`config.mk`:
```
export PLATFORM = sky130hd
export DESIGN_NAME = mips_multicycle_control_flat
export DESIGN_NICKNAME = d
export VERILOG_FILES = /design/src/rtl/mips_multicycle_control_if.sv /design/src/rtl/mips_multicycle_control.sv /design/src/flat_wrapper.sv
export SDC_FILE = /design/constraint.sdc
export NUM_CORES = 1
export LEC_CHECK = 0
export CELL_PAD_IN_SITES_DETAIL_PLACEMENT = 0
export CELL_PAD_IN_SITES_GLOBAL_PLACEMENT = 1
export CORE_MARGIN = 10
export CORE_UTILIZATION = 23
export CTS_CLUSTER_SIZE = 12
export DETAILED_ROUTE_END_ITERATION = 16
export PLACE_DENSITY_LB_ADDON = 0.12
export SYNTH_ARGS = -nofsm -noshare
export SYNTH_HDL_FRONTEND = slang
export SYNTH_SLANG_ARGS = --single-unit
export TNS_END_PERCENT = 50
```
`constraint.sdc`:
```
create_clock -name Clk -period 1.3 [get_ports Clk]
set_input_delay 0.13 -clock Clk [delete_from_list [all_inputs] [get_ports Clk]]
set_output_delay 0.13 -clock Clk [all_outputs]
set_load 0.01 [all_outputs]
```
`src/rtl/mips_multicycle_control_if.sv`:
```
// Control/status bundle between the multicycle MIPS controller and its datapath.
// The master modport is the controller side.
interface mips_multicycle_control_if;
  logic [5:0] Op;
  logic       mem_ready;
  logic       mem_req;
  logic       IorD;
  logic       MemWrite;
  logic       IRWrite;
  logic       PCWrite;
  logic       Branch;
  logic       RegWrite;
  logic       RegDst;
  logic       MemtoReg;
  logic       ALUSrcA;
  logic [1:0] ALUSrcB;
  logic [1:0] ALUOp;
  logic [1:0] PCSrc;
  logic       illegal_op;
  logic [3:0] state;

  modport master (
    input  Op, mem_ready,
    output mem_req, IorD, MemWrite, IRWrite, PCWrite, Branch, RegWrite,
           RegDst, MemtoReg, ALUSrcA, ALUSrcB, ALUOp, PCSrc, illegal_op, state
  );

  modport slave (
    output Op, mem_ready,
    input  mem_req, IorD, MemWrite, IRWrite, PCWrite, Branch, RegWrite,
           RegDst, MemtoReg, ALUSrcA, ALUSrcB, ALUOp, PCSrc, illegal_op, state
  );
endinterface

```
`src/rtl/mips_multicycle_control.sv`:
```
// Multicycle MIPS control FSM (lw, sw, R-type, beq, addi, j) with optional
// memory handshake; outputs are state-decoded apart from the mem_ready-gated writes.
module mips_multicycle_control #(
  parameter int unsigned WAIT_MEM = 1
) (
  input logic                          Clk,
  input logic                          reset,
  mips_multicycle_control_if.master    bus
);

  typedef enum logic [3:0] {
    FETCH   = 4'd0,
    DECODE  = 4'd1,
    MEMADR  = 4'd2,
    MEMRD   = 4'd3,
    MEMWB   = 4'd4,
    MEMWR   = 4'd5,
    EXECUTE = 4'd6,
    ALUWB   = 4'd7,
    BRANCH  = 4'd8,
    ADDIEX  = 4'd9,
    ADDIWB  = 4'd10,
    JUMP    = 4'd11
  } state_t;

  state_t state_q, state_d;
  logic   mr;

  assign mr = (WAIT_MEM != 0) ? bus.mem_ready : 1'b1;

  always_ff @(posedge Clk or posedge reset) begin
    if (reset) state_q <= FETCH;
    else       state_q <= state_d;
  end

  always_comb begin
    state_d        = FETCH;
    bus.state      = state_q;
    bus.mem_req    = 1'b0;
    bus.IorD       = 1'b0;
    bus.MemWrite   = 1'b0;
    bus.IRWrite    = 1'b0;
    bus.PCWrite    = 1'b0;
    bus.Branch     = 1'b0;
    bus.RegWrite   = 1'b0;
    bus.RegDst     = 1'b0;
    bus.MemtoReg   = 1'b0;
    bus.ALUSrcA    = 1'b0;
    bus.ALUSrcB    = '0;
    bus.ALUOp      = '0;
    bus.PCSrc      = '0;
    bus.illegal_op = 1'b0;
    case (state_q)
      FETCH: begin
        bus.mem_req = 1'b1;
        bus.ALUSrcB = 2'b01;
        bus.IRWrite = mr;
        bus.PCWrite = mr;
        state_d     = mr ? DECODE : FETCH;
      end
      DECODE: begin
        bus.ALUSrcB = 2'b11;
        case (bus.Op)
          6'b100011, 6'b101011: state_d = MEMADR;
          6'b000000:            state_d = EXECUTE;
          6'b000100:            state_d = BRANCH;
          6'b001000:            state_d = ADDIEX;
          6'b000010:            state_d = JUMP;
          default: begin
            bus.illegal_op = 1'b1;
            state_d        = FETCH;
          end
        endcase
      end
      MEMADR: begin
        bus.ALUSrcA = 1'b1;
        bus.ALUSrcB = 2'b10;
        state_d     = (bus.Op == 6'b100011) ? MEMRD : MEMWR;
      end
      MEMRD: begin
        bus.mem_req = 1'b1;
        bus.IorD    = 1'b1;
        state_d     = mr ? MEMWB : MEMRD;
      end
      MEMWB: begin
        bus.MemtoReg = 1'b1;
        bus.RegWrite = 1'b1;
      end
      MEMWR: begin
        bus.mem_req  = 1'b1;
        bus.IorD     = 1'b1;
        bus.MemWrite = mr;
        state_d      = mr ? FETCH : MEMWR;
      end
      EXECUTE: begin
        bus.ALUSrcA = 1'b1;
        bus.ALUOp   = 2'b10;
        state_d     = ALUWB;
      end
      ALUWB: begin
        bus.RegDst   = 1'b1;
        bus.RegWrite = 1'b1;
      end
      BRANCH: begin
        bus.ALUSrcA = 1'b1;
        bus.ALUOp   = 2'b01;
        bus.PCSrc   = 2'b01;
        bus.Branch  = 1'b1;
      end
      ADDIEX: begin
        bus.ALUSrcA = 1'b1;
        bus.ALUSrcB = 2'b10;
        state_d     = ADDIWB;
      end
      ADDIWB: begin
        bus.RegWrite = 1'b1;
      end
      JUMP: begin
        bus.PCSrc   = 2'b10;
        bus.PCWrite = 1'b1;
      end
      default: state_d = FETCH;
    endcase
    // state is already FETCH during reset; only the mem_ready-gated enables need masking
    if (reset) begin
      bus.IRWrite    = 1'b0;
      bus.PCWrite    = 1'b0;
      bus.RegWrite   = 1'b0;
      bus.MemWrite   = 1'b0;
      bus.illegal_op = 1'b0;
    end
  end

endmodule

```
`src/flat_wrapper.sv`:
```
// flat-port wrapper written by rule: the top's interface ports become plain ports
module mips_multicycle_control_flat 
#(
  parameter int unsigned WAIT_MEM = 1
)
  (Clk, reset, bus_Op, bus_mem_ready, bus_mem_req, bus_IorD, bus_MemWrite, bus_IRWrite, bus_PCWrite, bus_Branch, bus_RegWrite, bus_RegDst, bus_MemtoReg, bus_ALUSrcA, bus_ALUSrcB, bus_ALUOp, bus_PCSrc, bus_illegal_op, bus_state);
  mips_multicycle_control_if bus_i ();
  input logic Clk;
  input logic reset;
  input wire logic [$bits(bus_i.Op)-1:0] bus_Op;
  input wire logic [$bits(bus_i.mem_ready)-1:0] bus_mem_ready;
  output wire logic [$bits(bus_i.mem_req)-1:0] bus_mem_req;
  output wire logic [$bits(bus_i.IorD)-1:0] bus_IorD;
  output wire logic [$bits(bus_i.MemWrite)-1:0] bus_MemWrite;
  output wire logic [$bits(bus_i.IRWrite)-1:0] bus_IRWrite;
  output wire logic [$bits(bus_i.PCWrite)-1:0] bus_PCWrite;
  output wire logic [$bits(bus_i.Branch)-1:0] bus_Branch;
  output wire logic [$bits(bus_i.RegWrite)-1:0] bus_RegWrite;
  output wire logic [$bits(bus_i.RegDst)-1:0] bus_RegDst;
  output wire logic [$bits(bus_i.MemtoReg)-1:0] bus_MemtoReg;
  output wire logic [$bits(bus_i.ALUSrcA)-1:0] bus_ALUSrcA;
  output wire logic [$bits(bus_i.ALUSrcB)-1:0] bus_ALUSrcB;
  output wire logic [$bits(bus_i.ALUOp)-1:0] bus_ALUOp;
  output wire logic [$bits(bus_i.PCSrc)-1:0] bus_PCSrc;
  output wire logic [$bits(bus_i.illegal_op)-1:0] bus_illegal_op;
  output wire logic [$bits(bus_i.state)-1:0] bus_state;
  assign bus_i.Op = bus_Op;
  assign bus_i.mem_ready = bus_mem_ready;
  assign bus_mem_req = bus_i.mem_req;
  assign bus_IorD = bus_i.IorD;
  assign bus_MemWrite = bus_i.MemWrite;
  assign bus_IRWrite = bus_i.IRWrite;
  assign bus_PCWrite = bus_i.PCWrite;
  assign bus_Branch = bus_i.Branch;
  assign bus_RegWrite = bus_i.RegWrite;
  assign bus_RegDst = bus_i.RegDst;
  assign bus_MemtoReg = bus_i.MemtoReg;
  assign bus_ALUSrcA = bus_i.ALUSrcA;
  assign bus_ALUSrcB = bus_i.ALUSrcB;
  assign bus_ALUOp = bus_i.ALUOp;
  assign bus_PCSrc = bus_i.PCSrc;
  assign bus_illegal_op = bus_i.illegal_op;
  assign bus_state = bus_i.state;
  mips_multicycle_control #(.WAIT_MEM(WAIT_MEM)) u_core (.Clk(Clk), .reset(reset), .bus(bus_i));
endmodule
```
Word-level counts from Yosys, hierarchy flattened
Index checks and enable logic that the tools add are counted.
- add/sub/neg operators: 0
- $mul: 0
- divide/modulo/power cells: 0
- $lt $le $gt $ge: 0
- equality and inequality tests: 16
- shift operators: 0
- muxes and demuxes: 26
- bitwise logic cells: 0
- reductions and logical operators: 9
- operator list (operator ; count):
    one-hot mux 4 bit (7 select lines) ; 1
    one-hot mux 4 bit (5 select lines) ; 1
    two-way mux 1 bit ; 17
    equality test 4 x 3 -> 1 bit, second input constant ; 4
    equality test 4 bit, second input constant ; 4
    equality test 6 bit, second input constant ; 2
    two-way mux 3 bit ; 3
    equality test 4 x 2 -> 1 bit, second input constant ; 2
    one-hot mux 2 bit (2 select lines) ; 2
    equality test 6 x 2 -> 1 bit, second input constant ; 1
    equality test 6 x 3 -> 1 bit, second input constant ; 1
    equality test 6 x 4 -> 1 bit, second input constant ; 1
    zero test 6 bit ; 1
    one-hot mux 2 bit (3 select lines) ; 1
    OR reduction 2 bit ; 3
    OR reduction 3 bit ; 2
    OR reduction 6 bit ; 1
    equality test 4 x 1 -> 1 bit, second input constant ; 1
    zero test 4 bit ; 1
    OR reduction 4 bit ; 1
    one-hot mux 1 bit (2 select lines) ; 1
- register bits: 4
- bits in latches: 0
- RAM bits: 0
- bits in read-only memories: 0
- bits of input ports: 9
- word-level logic and storage cells: 52
- memories: 0

Logic depth before layout (Yosys ltp)
Gate-level depths: netlist of the first run.
- depth after elaboration: 5
- depth in mapped cells: 5
- depth with buffers taken out: 3

Worst setup path before layout of the first run
Ideal clock, no wire load.
- path kind: reg-to-output
- start: register u_core.state_q[3], in the netlist u_core.bus.state[3]
- end: output bus_illegal_op
- data arrival time: 1.531 ns
- data required time: 1.170 ns
- path slack: -0.361 ns
- stages on the path, launching flop included: 5
- path buffers: 1
- cells stage by stage: dfrtp_1 > buf_2 > nor2_1 > nand2_1 > a2111oi_0
- longest elaborated chain between the ends: 3
- ends and longest elaborated chain (element ; RTL line ; source):
    start, declared ; mips_multicycle_control.sv:26 ; state_t state_q, state_d;
    start signal, assigned ; mips_multicycle_control.sv:33 ; else state_q <= state_d;
    equality test 4 x 1 -> 1 bit ; mips_multicycle_control.sv:53 ; case (state_q)
    two-way mux 1 bit ; mips_multicycle_control.sv:53 ;
    two-way mux 1 bit ; mips_multicycle_control.sv:125 ; if (reset) begin
    end, declared ; flat_wrapper.sv:25 ; output wire logic [$bits(bus_i.illegal_op)-1:0] bus_illegal_op;
Every way passes these cells.

Worst setup path after layout of the first run
- start: register u_core.state_q[1], in the netlist u_core.bus.state[1]
- end: register u_core.state_q[0], in the netlist u_core.bus.state[0]
- longest elaborated chain between the ends: 2
- elaborated cells on any way between the ends: 8
- ends and longest elaborated chain (element ; RTL line):
    equality test 4 bit (tied with other cells) ; mips_multicycle_control.sv:53
    one-hot mux 4 bit (7 select lines) (*) ; mips_multicycle_control.sv:53
    via u_core.state_d[0] ; mips_multicycle_control.sv:26
Mark *: on every way through the listed nets, which the timed path passes. The rest lies on a longest branch.

==> impl_results.md, run 1 <==
- Status: finished with violations
- Failing checks: negative setup slack
- DP HPWL: 1910 um
- Top cells by area, synth: dfrtp_1 17%, nor3_1 7.8%, nand2b_1 6.5%
- Maximum Capacitance Violations: 0
- ANT nets after route: 0
- Placed instance count: 165
- H-tree levels: 1
- Final period util: 126%
- Port Buffer Count: 29
- Max Slew Vio Count: 0
- Critical path class: reg2reg
- Residual DRC: 0
- Worst-Margin Slew: 0.342 ns
- DIE WIDTH: 70.0 um
- Clock slew at reported path FFs: 0.04 ns
- Starting DRT DRC Count: 35
- Net count after synthesis: 91
- Final net count: 165
- Main flop type after synthesis: dfrtp_1
- Total global routing overflow: 0
- Worst min path class: in2async
- Register Area: 104 um2
- Worst-Skew Late Latency: 0.24 ns
- Setup crit start kind: flip-flop
- Multi-input gate area: 609 um2
- Final design utilization: 57.8%
- Setup violations, final: 20
- Setup ws final: -0.335 ns
- Register area share after synthesis: 17.4%
- Worst Path Required: 1.46 ns
- Post-placement worst setup slack: -0.643 ns
- #FFs+latches synth: 4
- Share of cells above drive strength 1: 65.2%
- Floorplan core area: 0.00243 mm2
- Post-DP Area: 0.00119 mm2
- Max clock buf depth: 2
- Row count: 18
- CTS tree: built
- Layout fillers: 229
- Wire per inst: 14.3 um
- R2R Path Start: u_core.bus.state[1]
- Design Area, Final: 0.00141 mm2
- Pwr per Cell Area: 777 mW/mm2
- Post-Layout Cell Count: 185
- Post-Syn Instances: 82
- Starting Density: 23.6%
- Number of synthesized flops with an enable pin: 0
- Post-cts hold buffer count: 0
- Headroom to the max-slew limit: 77.2%
- Skew final: 0.00814 ns
- YS warnings: 0
- # clock sinks: 4
- Largest net degree at the start of global routing: 9
- Final Hold Fails: 0
- Crit. End Element: flip-flop
- Synth Cell Area: 574 um2
- Die area: 0.00490 mm2
- Largest area contributor in the netlist: dfrtp_1
- Die height: 70.0 um
- Syn avg cell area: 7.00 um2
- Area growth syn-to-layout: 145%
- Initial antenna violation count: 0
- Max reg flops: 4
- Final min period: 1.63 ns
- Vias per Instance: 4.85
- Router iterations before antenna repair: 3
- Critical path fanouts, max: 5
- Cts bufs inserted: 3
- Routability cong.: 0.761
- CP arrival: 1.79 ns
- Maximum VDD drop: 0.407 mV
- Setup crit start: u_core.bus.state[1]
- Root Driver: clkbuf_4
- Num ports: 30
- Top cells by count, synth: 9 x nor3_1, 7 x nor2_1, 6 x nand2b_1
- Ys async rst share: 100%
- RSZ-0062 raised after global routing: true
- GRT Overall Usage: 10.8%
- # diodes: 0
- First-pass GRT wire length: 4470 um
- F_max: 612 MHz
- P_leak: 0.650 nW
- Setup TNS: -3.92 ns
- Via count of the first global-routing pass: 939
- Post-synth cell types: 35
- Count leader, synth: nor3_1
- Routed via count: 897
- Share of the synthesized area in the top cell type: 17.4%
- Routed WL: 2650 um
-- final timing paths --
kind	to	slack, ns	cells after the start
worst max-delay path	u_core.bus.state[0]	-0.33	5
worst min-delay path	u_core.bus.state[1]	0.23	3
worst max register to register	u_core.bus.state[0]	-0.33	5
worst min register to register	u_core.bus.state[0]	0.60	2
max in group asynchronous	u_core.bus.state[0]	0.94	3
min in group Clk	u_core.bus.state[3]	0.50	5
-- area by class of cell --
type	count	area share (%)
Tap cell	30	2.67
Inverter	2	0.534
Sequential cell	4	7.38
Clock buffer	4	1.87
Multi-Input combinational cell	68	43.3
Timing Repair Buffer	77	44.2
-- where the power goes --
group	switching (W)	total [W]	internal (W)	leakage, nW
Combinational	0.000330	0.000747	0.000417	0.586
Clock	0.0000590	0.000175	0.000116	0.0150
Sequential	0.0000301	0.000171	0.000141	0.0495
-- cell usage in the layout (no fill, tap or decap), types with 2 or more instances in the layout --
cell type,count
buf_4,34
buf_2,17
buf_6,14
clkdlybuf4s50_1,6
nor2_1,5
dlygate4sd2_1,5
nand2b_4,4
nor3_2,4
a21oi_2,3
nor3_1,3
nand2_1,3
clkbuf_4,3
dfrtp_2,3
nand2b_1,2
xor2_1,2
and3_1,2
o21ai_0,2
a221oi_1,2
nor2b_4,2
o211ai_1,2
nor3_4,2
and2_1,2
o21a_1,2
-- critical path, cell delays in order (launching register included) --
cell and delay, ns:
dfrtp_2 0.44, buf_4 0.16, nand2b_4 0.15, buf_4 0.15, or4_4 0.51, a21oi_2 0.14
-- cells by family after synthesis --
group / after synthesis / share of synthesized area, %
XOR/XNOR: 3 / 4.58
flip-flops: 4 / 17.4
AND/OR/NAND/NOR: 45 / 45.5
AO/OA/AOI/OAI: 20 / 24.2
buffers and inverters: 10 / 8.28
-- per-stage QoR --
step | hold WS, ns | total power, W
final | 0.228 | 0.00109
after global routing | 0.263 | 0.00117
after CTS | 0.200 | 0.00105
after detailed placement | 0.464 | 0.000790
after global placement | 0.470 | 0.000788
after floorplan | -0.0873 | 0.000475
-- routing by layer --
metal | global-route usage (%) | wire, um | up-vias
li1 | - | - | 453
met3 | 1.55 | 145 | 5
met2 | 18.8 | 1360 | 26
met4 | 5.04 | 43 | 0
met1 | 12.6 | 1100 | 413
met5 | 0 | 0 | -
-- what timing repair did --
item | in CTS | in global routing
setup buffers | 13 | 3
cloned | 0 | 0
setup endpoints to repair | 24 | 21
resized for setup | 102 | 16
pin swaps | 10 | 5
No activity file was read; power rests on OpenSTA's default activity.
==> inputs of run 2 (changes only) <==
Settings changed: CTS_BUF_LIST set to sky130_fd_sc_hd__clkbuf_16.
==> run 2 against run 1 <==
Net effect:
- the flow still finishes with violations (negative setup slack)
- via count is 3.8% higher
- hold slack gained 0.0048 ns
- clock skew decreased by 0.00097 ns
- sequential share of layout area shrank 0.48 points
- first-iteration DRC count rose by 46%
- die area stayed put
- global-route usage increased by 0.085 points
- non-clock buffer count up 3
- critical endpoint is now bus_PCWrite
- highest routed layer unchanged
==> impl_results.md, run 2 (synthesis results as in run 1) <==
- Status: finished with violations
- Failing checks: negative setup slack
- Residual DRC: 0 (unchanged)
- Starting Density: 23.6% (unchanged)
- Most frequent cells in the layout: 32 x buf_4, 19 x buf_6, 17 x buf_2
- Routability cong.: 0.761 (unchanged)
- Routed WL: 2820 um (+6.2%)
- Net switching power: 0.000480 W (+15%)
- Sequential power share: 11.7% (-4.0 points)
- Max Slew Vio Count: 0 (unchanged)
- Crit. End Element: primary output
- Clock slew at reported path FFs: 0.04 ns (about the same)
- ANT nets after route: 0 (unchanged)
- Router iterations before antenna repair: 4 (+1)
- Final period util: 122% (-3.4 points)
- Num ports: 30 (unchanged)
- Share of cells above drive strength 1: 66.5% (+1.3 points)
- Initial antenna violation count: 0 (unchanged)
- Int Pwr: 0.000988 W (+47%)
- # clock sinks: 4 (unchanged)
- R2R Path Start: u_core.bus.state[1]
- Worst-Margin Slew: 0.287 ns (-0.0547 ns)
- Headroom to the max-slew limit: 80.7% (+3.5 points)
- Via count of the first global-routing pass: 909 (-3.2%)
- Cts bufs inserted: 3 (unchanged)
- Worst-Skew Late Latency: 0.23 ns (about the same)
- Die height: 70.0 um (unchanged)
- GRT Overall Usage: 10.9% (+0.085 points)
- Largest net degree at the start of global routing: 9 (unchanged)
- R2r endpoint: u_core.bus.state[0]
- Root Driver: clkbuf_16
- Setup crit start kind: flip-flop
- Maximum VDD drop: 0.736 mV (+81%)
- Placed instance count: 165 (unchanged)
- Die area: 0.00490 mm2 (unchanged)
- Worst Path Required: 1.17 ns (-0.29 ns)
- Clk pwr share: 34.5% (+18 points)
- DP HPWL: 1910 um (unchanged)
- Critical path fanouts, max: 6 (+1)
- F_max: 629 MHz (+2.8%)
- Commonest non-fill, non-tap cell in the layout: buf_4
- Floorplan core area: 0.00243 mm2 (unchanged)
- Comb power frac: 53.8% (-15 points)
- Skew final: 0.00717 ns (-0.000966 ns)
- Post-Layout Cell Count: 188 (+1.6%)
- Slowest-stage cell, CP: dfrtp_2
- H-tree levels: 1 (unchanged)
- Switching share of power: 32.7% (-5.7 points)
- Port Buffer Count: 29 (unchanged)
- CP Cell Sequence: buf_6 > nor4b_2 > a31oi_1 > nor3_2 > buf_2
- Setup crit start: u_core.bus.state[0]
- Row count: 18 (unchanged)
- P_leak: 0.704 nW (+8.2%)
- Post-cts hold buffer count: 0 (unchanged)
- Critical path class: reg2out
- Starting DRT DRC Count: 51 (+46%)
- Setup crit end: bus_PCWrite
- Wire per inst: 15.0 um (+4.5%)
- CP peak stage delay: 0.45 ns (-0.06 ns)
- Final net count: 168 (+1.8%)
- RSZ-0062 raised after global routing: true
- # diodes: 0 (unchanged)
- Final min period: 1.59 ns (-0.0441 ns)
- DIE WIDTH: 70.0 um (unchanged)
- Worst min path class: in2async
- Final Hold Fails: 0 (unchanged)
- Layout fillers: 215 (-6.1%)
- Setup TNS: -3.86 ns (+0.0577 ns)
- Routed via count: 931 (+3.8%)
- R2r setup slk: -0.19 ns (+0.14 ns)
- CP arrival: 1.46 ns (-0.33 ns)
- Setup violations, final: 20 (unchanged)
- Vias per Instance: 4.95 (+2.1%)
- Max clock buf depth: 2 (unchanged)
- Area growth syn-to-layout: 162%
- Setup ws final: -0.291 ns (+0.0441 ns)
- Max reg flops: 4 (unchanged)
- Length in cells of the worst reg-to-reg path: 5 (unchanged)
- Maximum Capacitance Violations: 0 (unchanged)
- Final design utilization: 61.9% (+4.1 points)
- CTS tree: built
- First-pass GRT wire length: 4400 um (-1.7%)
- Pwr per Cell Area: 975 mW/mm2 (+26%)
- Total global routing overflow: 0 (unchanged)
==> run 2: cell types whose count changed in the layout (fill, tap and decap cells not counted), moves of 2 or more <==
| cell | change |
|---|---|
| buf_6 | +5 |
| clkbuf_16 | +3 |
| clkbuf_4 | -3 |
| clkdlybuf4s50_1 | -3 |
| buf_4 | -2 |
| clkbuf_2 | +2 |
| dlygate4sd2_1 | -2 |
| dlymetal6s2s_1 | +2 |
| inv_1 | +2 |
==> run 2: critical path: cells and delay by family (launching register included) <==
family          cells  cell delay [ns]
buf+inv             2             0.29
flops               1             0.45
simple gates        2             0.41
compound gates      1             0.09
==> run 2: worst min-delay path by stage <==
stage,startpoint,endpoint
global route,reset,u_core.bus.state[1]
detailed placement,reset,u_core.bus.state[1]
CTS,reset,u_core.bus.state[1]
finish,reset,u_core.bus.state[1]
floorplan,reset,u_core.bus.state[0]
global placement,reset,u_core.bus.state[1]
==> run 2: power by group through the flow <==
stage               registers, W  logic (W)  clock network [W]
floorplan               0.000160   0.000315                  0
global placement        0.000176   0.000612                  0
detailed placement      0.000175   0.000616                  0
CTS                     0.000169   0.000699           0.000510
global route            0.000175   0.000850           0.000522
finish                  0.000172   0.000790           0.000506
==> run 2: what timing repair did <==
| action | 4_1_cts | 5_1_grt |
|---|---|---|
| setup endpoints to repair | 24 | 21 |
| pin swaps | 10 | 7 |
| setup buffers | 12 | 7 |
| gates resized for setup | 106 | 26 |
| endpoints found under the hold margin | 0 | 0 |
==> run 2: cell type report <==
cell class	instances	area, um2	share of cell area (%)
timing repair buffer	80	661	43.9
multi-input combinational	68	617	41.0
sequential	4	104	6.90
clock buffer	3	75.1	4.99
tap	30	37.5	2.49
inverter	2	7.51	0.499
clock inverter	1	3.75	0.249
==> run 2: metal layers <==
metal	routed length [um]	vias up	global-route usage, %
li1	-	460	-
met1	1230	433	12.3
met2	1410	34	18.6
met3	134	4	2.26
met4	47	0	5.92
met5	0	-	0
==> run 2: stage by stage <==
step / hold WS [ns] / cell area, um2 / power [W] / setup WS (ns)
global route: 0.270 / 1510 / 0.00155 / -0.343
floorplan: -0.0873 / 683 / 0.000475 / -0.0444
detailed placement: 0.464 / 1190 / 0.000790 / -0.643
CTS: 0.220 / 1390 / 0.00138 / -0.283
finish: 0.232 / 1510 / 0.00147 / -0.291
global placement: 0.470 / 1190 / 0.000788 / -0.639
